## config.mk

```make
export PLATFORM = sky130hd
export DESIGN_NAME = run_ctrl
export DESIGN_NICKNAME = d
export VERILOG_FILES = /design/src/rtl/proc_pkg.sv /design/src/rtl/run_cycle_ctr.sv /design/src/rtl/run_ctrl.sv
export SDC_FILE = /design/constraint.sdc
export NUM_CORES = 1
export LEC_CHECK = 0
export ABC_AREA = 0
export CAP_MARGIN = 20
export CORE_MARGIN = 1.5
export CORE_UTILIZATION = 47
export DETAILED_ROUTE_END_ITERATION = 10
export PLACE_DENSITY_LB_ADDON = 0.1
export REMOVE_ABC_BUFFERS = 1
export SLEW_MARGIN = 20
export SYNTH_ARGS = -nofsm -noshare
export SYNTH_HDL_FRONTEND = slang
export SYNTH_HIERARCHICAL = 1
export SYNTH_SLANG_ARGS = --single-unit
```

## constraint.sdc

```tcl
create_clock -name Clk -period 2.37 [get_ports Clk]
set_clock_uncertainty 0.05 [all_clocks]
set_input_delay 0.5925 -clock Clk [delete_from_list [all_inputs] [get_ports Clk]]
set_output_delay 0.5925 -clock Clk [all_outputs]
set_load 0.005 [all_outputs]
```

## src/rtl/proc_pkg.sv

```systemverilog
// Shared definitions for the run sequencer of the single-cycle 9-bit core.
// Contents:
//   PC_W_DEF / CYC_W_DEF : default program-counter and cycle-counter widths
//   run_state_t          : sequencer states
//   prog_base()          : maps a program index onto its ROM start address
package proc_pkg;

  localparam int PC_W_DEF  = 10;
  localparam int CYC_W_DEF = 16;

  typedef enum logic [2:0] {
    IDLE  = 3'd0,
    INIT  = 3'd1,
    RUN   = 3'd2,
    DONE  = 3'd3,
    FAULT = 3'd4
  } run_state_t;

  // Any index outside 0..2 falls back to program 0's base address.
  function automatic logic [PC_W_DEF-1:0] prog_base(
    input logic [1:0]          idx,
    input logic [PC_W_DEF-1:0] base0,
    input logic [PC_W_DEF-1:0] base1,
    input logic [PC_W_DEF-1:0] base2
  );
    logic [PC_W_DEF-1:0] base;
    case (idx)
      2'd1:    base = base1;
      2'd2:    base = base2;
      default: base = base0;
    endcase
    return base;
  endfunction

endpackage

```

## src/rtl/run_cycle_ctr.sv

```systemverilog
// RUN-cycle counter with watchdog compare.
// Ports:
//   Clk, Reset : clock (posedge) and asynchronous active-high reset
//   clear      : forces the count to zero on the next edge (wins over enable)
//   enable     : increments the count on the next edge
//   count      : current number of counted cycles
//   hit_limit  : high when the next increment would reach MAX_CYCLES
module run_cycle_ctr
  import proc_pkg::*;
#(
  parameter int               CYC_W      = CYC_W_DEF,
  parameter logic [CYC_W-1:0] MAX_CYCLES = 16'd1000
) (
  input  logic             Clk,
  input  logic             Reset,
  input  logic             clear,
  input  logic             enable,
  output logic [CYC_W-1:0] count,
  output logic             hit_limit
);

  // Comparing against MAX_CYCLES-1 lets the sequencer see the limit in the
  // same cycle that the final increment happens, so the count stops exactly
  // at MAX_CYCLES and can never wrap.
  localparam logic [CYC_W-1:0] LIMIT_M1 = MAX_CYCLES - 1'b1;

  logic [CYC_W-1:0] count_q;
  logic [CYC_W-1:0] count_d;

  always_comb begin
    count_d = count_q;
    if (clear) begin
      count_d = '0;
    end else if (enable) begin
      count_d = count_q + 1'b1;
    end
  end

  always_ff @(posedge Clk or posedge Reset) begin
    if (Reset) begin
      count_q <= '0;
    end else begin
      count_q <= count_d;
    end
  end

  assign count     = count_q;
  assign hit_limit = (count_q == LIMIT_M1);

endmodule

```

## src/rtl/run_ctrl.sv

```systemverilog
// Run sequencer: walks the core through up to NPROG programs in ROM using the
// host Start/Ack handshake, holds the core in init at the program base,
// releases it to run until CoreDone, counts RUN cycles and flags a watchdog
// timeout.
// Ports:
//   Clk, Reset : clock (posedge) and asynchronous active-high reset
//   Start      : host request; held high keeps the core in init
//   CoreDone   : core halt flag, only looked at while running
//   CoreInit   : core PC loads ProgBase, writes blocked
//   CoreRun    : core PC advances, writes enabled
//   ProgBase   : ROM start address of the current program
//   ProgIdx    : current program number
//   Ack        : program finished (normally or by watchdog)
//   Timeout    : watchdog fired for the current program
//   CycleCt    : RUN cycles spent on the current program
module run_ctrl
  import proc_pkg::*;
#(
  parameter int               PC_W       = PC_W_DEF,
  parameter int               CYC_W      = CYC_W_DEF,
  parameter int               NPROG      = 3,
  parameter logic [PC_W-1:0]  BASE0      = 10'd0,
  parameter logic [PC_W-1:0]  BASE1      = 10'd256,
  parameter logic [PC_W-1:0]  BASE2      = 10'd512,
  parameter logic [CYC_W-1:0] MAX_CYCLES = 16'd1000
) (
  input  logic             Clk,
  input  logic             Reset,
  input  logic             Start,
  input  logic             CoreDone,
  output logic             CoreInit,
  output logic             CoreRun,
  output logic [PC_W-1:0]  ProgBase,
  output logic [1:0]       ProgIdx,
  output logic             Ack,
  output logic             Timeout,
  output logic [CYC_W-1:0] CycleCt
);

  localparam logic [1:0] LAST_IDX = 2'(NPROG - 1);

  run_state_t state_q;
  run_state_t state_d;
  logic [1:0] prog_idx_q;
  logic [1:0] prog_idx_d;
  logic       ctr_clear;
  logic       ctr_enable;
  logic       hit_limit;

  // Next-state and program-index logic. CoreDone outranks the watchdog so a
  // program finishing on its very last allowed cycle still counts as done.
  always_comb begin
    state_d    = state_q;
    prog_idx_d = prog_idx_q;
    case (state_q)
      IDLE: begin
        if (Start) state_d = INIT;
      end
      INIT: begin
        if (!Start) state_d = RUN;
      end
      RUN: begin
        if (CoreDone) begin
          state_d = DONE;
        end else if (hit_limit) begin
          state_d = FAULT;
        end
      end
      DONE, FAULT: begin
        if (Start) begin
          state_d    = INIT;
          prog_idx_d = (prog_idx_q == LAST_IDX) ? 2'd0 : prog_idx_q + 2'd1;
        end
      end
      default: state_d = IDLE;
    endcase
  end

  // The counter is zeroed on the way into INIT and kept there while INIT
  // lasts; it only advances on edges taken from RUN, so DONE/FAULT freeze it.
  always_comb begin
    ctr_clear  = (state_d == INIT);
    ctr_enable = (state_q == RUN);
  end

  always_ff @(posedge Clk or posedge Reset) begin
    if (Reset) begin
      state_q    <= IDLE;
      prog_idx_q <= 2'd0;
    end else begin
      state_q    <= state_d;
      prog_idx_q <= prog_idx_d;
    end
  end

  run_cycle_ctr #(
    .CYC_W      (CYC_W),
    .MAX_CYCLES (MAX_CYCLES)
  ) u_cycle_ctr (
    .Clk       (Clk),
    .Reset     (Reset),
    .clear     (ctr_clear),
    .enable    (ctr_enable),
    .count     (CycleCt),
    .hit_limit (hit_limit)
  );

  assign CoreInit = (state_q == INIT);
  assign CoreRun  = (state_q == RUN);
  assign Ack      = (state_q == DONE) || (state_q == FAULT);
  assign Timeout  = (state_q == FAULT);
  assign ProgIdx  = prog_idx_q;
  assign ProgBase = PC_W'(prog_base(prog_idx_q, PC_W_DEF'(BASE0),
                                    PC_W_DEF'(BASE1), PC_W_DEF'(BASE2)));

endmodule

```

# Word level (Yosys, flattened, before mapping)
# Index checks and enable logic that the tools add are counted.
[totals]
in_bits = 4
wordCells = 28
output_inout_bits = 32
register_bits = 21
[classes]
reduce_logical = 6
n_mux = 9
n_eq_ne = 8
n_addsub = 2
[ops]
columns = ["operator", "n"]
rows = [
  ["$mux 16", 2],
  ["$pmux 10 s2", 1],
  ["$add 16x1->16 const B", 1],
  ["$eq 16x10->1 const B", 1],
  ["$mux 3", 4],
  ["$pmux 3 s3", 1],
  ["$eq 3x1->1 const B", 2],
  ["$eq 3x2->1 const B", 2],
  ["$eq 3x3->1 const B", 1],
  ["$logic_not 3->1", 1],
  ["$reduce_or 3->1", 1],
  ["$add 2x1->2 const B", 1],
  ["$eq 2x1->1 const B", 1],
  ["$eq 2x2->1 const B", 1],
  ["$mux 2", 1],
  ["$reduce_and 2->1", 1],
  ["$reduce_bool 2->1", 1],
  ["$reduce_or 2->1", 1],
  ["$logic_or 1x1->1", 1],
]

# Longest topological paths before layout
[logic_depth]
word_depth = 6
depth_mapped = 9
depth_no_buf = 6

# Modules after synthesis
# Netlist, hierarchy kept.
[by_module_without_submodules]
columns = ["mod", "seq_area_each_um2", "cells_per_inst", "instances", "area_each_um2"]
rows = [
  ["run_cycle_ctr", 400.4, 84, 1, 884.6],
  ["run_ctrl", 125.1, 42, 1, 357.8],
]

# Least setup slack after synthesis
# OpenSTA, ideal clock, no wires.
[synth_timing]
kind = "reg2reg"
start = "reg state_q[0]"
end = "reg u_cycle_ctr.count_q[15], in the netlist u_cycle_ctr/count[15]"
synth_period_minus_slack_ns = 1.973
path_stages_with_launch = 9
setup_ns = 0.125
t_required_ns = 2.195
setup_slack_ns = 0.397
arrival_ns = 1.798
path_buffers = 2
cell_sequence = "dfrtp_1 > nand2b_1 > nor2_1 > buf_4 > o211ai_4 > buf_6 > nor4_4 > nand3_2 > mux2_4"
[synth_via]
word_cells_on_any_way = 14
classes_between = "5 x eq/ne; 6 x mux; 3 x reduce/logical"
[synth_lines]
columns = ["item", "line", "text"]
rows = [
  ["start: declaration", "run_ctrl.sv:42", "run_state_t state_q;"],
  ["start signal: assignment", "run_ctrl.sv:91", "state_q <= state_d;"],
  ["$eq 3x2->1 (*)", "n/a", ""],
  ["named net CoreRun", "run_ctrl.sv:32", "output logic CoreRun,"],
  ["$pmux 3 s3", "run_ctrl.sv:55", "case (state_q)"],
  ["$eq 3x1->1", "run_ctrl.sv:82", "ctr_clear = (state_d == INIT);"],
  ["$mux 16 / $reduce_bool 2->1 (equally long branches)", "n/a", ""],
  ["end signal: assignment", "run_cycle_ctr.sv:43", "count_q <= count_d;"],
  ["end: declaration", "run_cycle_ctr.sv:27", "logic [CYC_W-1:0] count_q;"],
]
# The timed path passes the listed nets; every way through them passes the cells marked *.
# A chain may end at the register's enable or synchronous reset.

# Final worst setup path
[layout_timing]
start = "reg state_q[1]"
end = "out Ack"
[layout_via]
elab_chain_cells = 2
word_cells_on_any_way = 3
classes_between = "2 x eq/ne; 1 x reduce/logical"
[layout_rtl]
columns = ["item", "line", "text"]
rows = [
  ["$eq 3x2->1 / $eq 3x3->1 (equally long branches)", "run_ctrl.sv:110", "assign Ack = (state_q == DONE) || (state_q == FAULT);"],
  ["$logic_or 1x1->1 (*)", "run_ctrl.sv:110", ""],
  ["end: declaration", "run_ctrl.sv:35", "output logic Ack,"],
]
# Every way passes the cells marked *; elsewhere a longest branch is shown, timed or not.

==> run_results.csv <==
group,metric,value,unit
run_status,status,"complete, no violations",
clock_tree,cts_tree,"yes",
worst_setup_path,crit_path_start_kind,"flip-flop",
pwr,comb_power_share,0.278,
floorplan,fp.dieW,54.4,um
clock_tree,path_clk_slew,120,ps
job,maxCapViolations,0,
worst_setup_path,crit_fanout,7,
detailed_routing,routedWlPerCell,13.7,um
clock_tree,cts.sinks,21,
layout,layout_commonest_cell,"clkdlybuf4s50_1",
sta,drv_slew,0,
floorplan,row_count,18,
placed_design,hpwl,1840,um
clock_tree,holdBufCountCts,0,
yosys,ys_ff_latch,21,
layout,diodes,0,
grt,grt_overflow_total,0,
yosys,syn_area,1240,sq um
clock_tree,numCtsBuffers,3,
pwr,ir_drop,0.000448,V
placed_design,globalplace.congestion,0.795,
yosys,ys_warn_count,6,
worst_setup_path,crit_type,"reg -> out",
pwr,p_int,602,uW
layout,final_nets,162,
grt,grt_pass1_vias,915,
detailed_routing,dr.pass1.iters,4,
grt,grt_pass1_wl,4170,um
sta,worst_slew_pin_slew,630,ps
layout,fillers,212,
sta,hold_viol,0,
sta,min_period,2290,ps
clock_tree,cts_buffer_depth,2,
worst_setup_path,worstPathRequired,1730,ps
sta,max_slew_margin,0.580,
pwr,switching_share,0.286,
grt,grt.total_usage,0.195,
worst_setup_path,cp.arrival,1650,ps
clock_tree,root_buffer,"clkbuf_4",
yosys,async_flop_share,1.00,
worst_setup_path,cp-startpoint,"state_q[1]$_DFF_PP0_",
pwr,power_frac_seq,0.521,
clock_tree,post_cts_buffers,0,
detailed_routing,drtIter0Drc,16,
floorplan,ioPinCount,36,
sta,holdWs,457,ps
clock_tree,h-tree-depth,1,
yosys,avgSynthCellArea,9.86,sq um
detailed_routing,antenna_left,0,
yosys,syn_inst,126,
pwr,power.switching,241,uW
detailed_routing,drc,0,
sta,timing.final.crit_share,0.967,
yosys,yosysSeqAreaShare,0.423,
floorplan,die-area,2960,sq um
worst_setup_path,critPathCaptureType,"primary output",
sta,clock.fmax,436,MHz
yosys,synth_edf_count,0,
detailed_routing,routed_wl,2550,um
clock_tree,clk_latency,300,ps
detailed_routing,num_vias,970,
layout,syn2layout_area_growth,26.4,%
worst_setup_path,worst_path_largest_cell_delay,510,ps
layout,final_cell_mix,"clkdlybuf4s50_1 (27), nor2_1 (19), dfrtp_1 (18)",
pwr,p_clk_frac,0.201,
pwr,power_density,537,nW/um^2
placed_design,port_buffers,27,
worst_hold_path,hp-class,"in -> async",
floorplan,core_area,2500,sq um
grt,antenna_found_initial,0,
pwr,power_leakage,0.000659,uW
layout,drive_gt1_frac,0.167,
detailed_routing,vias_per_cell,5.22,
grt,grt_max_degree,19,
yosys,synth_flop_cell,"dfrtp_1",
yosys,synth_cell_types,37,
worst_setup_path,reg2reg_from,"state_q[0]$_DFF_PP0_",
floorplan,die_y,54.4,um
worst_setup_path,cpMaxStageDelayCell,"dfrtp_2",
worst_setup_path,crit_chain,"o21ai_4, and2_4, clkdlybuf4s50_1",
pwr,p_total,844,uW
sta,setup_viol,0,
floorplan,initial_utilization,0.497,
-- worst paths after layout --
kind / cells past startpoint / slack, ps / to
min in group Clk: 1 / 510 / ProgIdx[1]$_DFFE_PP0P_
worst max register to register: 7 / 390 / u_cycle_ctr/count[14]$_DFFE_PP0P_
worst min register to register: 1 / 510 / ProgIdx[1]$_DFFE_PP0P_
worst max-delay path: 3 / 80 / Ack
max in group asynchronous: 2 / 1220 / u_cycle_ctr/count[5]$_DFFE_PP0P_
worst min-delay path: 2 / 460 / ProgIdx[1]$_DFFE_PP0P_
-- cells in the mapped netlist, types with 2 or more instances --
| cell | n | area [sq um] |
|---|---|---|
| nor3_1 | 4 | 20.0 |
| nor3b_1 | 2 | 15.0 |
| nand3_1 | 2 | 10.0 |
| dfrtp_1 | 21 | 526 |
| nand2_1 | 7 | 26.3 |
| xor2_1 | 3 | 26.3 |
| a21oi_1 | 2 | 10.0 |
| buf_4 | 11 | 82.6 |
| or3_1 | 2 | 12.5 |
| nand4_1 | 4 | 25.0 |
| nor2b_1 | 6 | 37.5 |
| inv_1 | 3 | 11.3 |
| o21ai_0 | 3 | 15.0 |
| xnor2_1 | 8 | 70.1 |
| nor2_1 | 20 | 75.1 |
| nand3_2 | 3 | 30.0 |
| mux2_4 | 2 | 30.0 |
| nor4_2 | 3 | 37.5 |
| nor4_1 | 2 | 12.5 |
-- per-layer routing --
metal / track usage / routed length (um)
met2: 0.319 / 1230
met1: 0.262 / 1200
met4: 0.0750 / 17
met3: 0.0246 / 106
met5: 0 / 0
-- final cells by class --
type	count	area, sq um	share of cell area
multi-input combinational	96	658	0.419
sequential	21	529	0.337
timing repair buffer	32	308	0.196
tap	30	37.5	0.0239
clock buffer	4	26.3	0.0167
inverter	3	11.3	0.00717
-- state kept, by name (all words and copies together), names as in the netlist --
| name | cells |
|---|---|
| state_q | 3 |
| u_cycle_ctr/count | 16 |
| ProgIdx | 2 |
-- critical path: cells and delay by family (launching register included) --
kind	cells	cell delay (ps)
and+or+nand+nor	1	160
DFF	1	510
buffers and inverters	1	480
AOI/OAI and AO/OA	1	200
-- stage by stage --
stage          cell area [sq um]  setup TNS, ps  utilization  worst slack [ps]  cells
5_1_grt                     1570          -4.32        0.628             -4.32    186
3_3_place_gp                1520              0        0.607              49.8    182
3_5_place_dp                1520          -1.33        0.607             -1.33    182
4_1_cts                     1550              0        0.619              22.6    186
2_1_floorplan               1170              0            -               131    120
6_report                    1570              0        0.628              78.9    186
-- power groups by stage --
| stage | combinational (uW) | clock, uW | sequential, uW |
|---|---|---|---|
| after detailed placement | 231 | 0 | 439 |
| after global routing | 266 | 193 | 449 |
| final | 235 | 169 | 440 |
| after global placement | 225 | 0 | 435 |
| after floorplan | 104 | 0 | 432 |
| after CTS | 232 | 178 | 434 |
-- repair_timing --
| item | in CTS | in global routing |
|---|---|---|
| endpoints found under the setup margin | 1 | 2 |
| pin swaps | 0 | 2 |
| gates resized for setup | 2 | 6 |
-- kinds of logic after synthesis --
logic type,count (synthesis),share of synthesized area
AOI/OAI and AO/OA,12,0.0725
xor gates and xnor gates,11,0.0775
adders and majority gates,1,0.0101
buffers and inverters,16,0.0876
DFF,21,0.423
muxes,4,0.0413
other,1,0.00302
and+or+nand+nor,60,0.285
No activity file was read; power rests on OpenSTA's default activity.
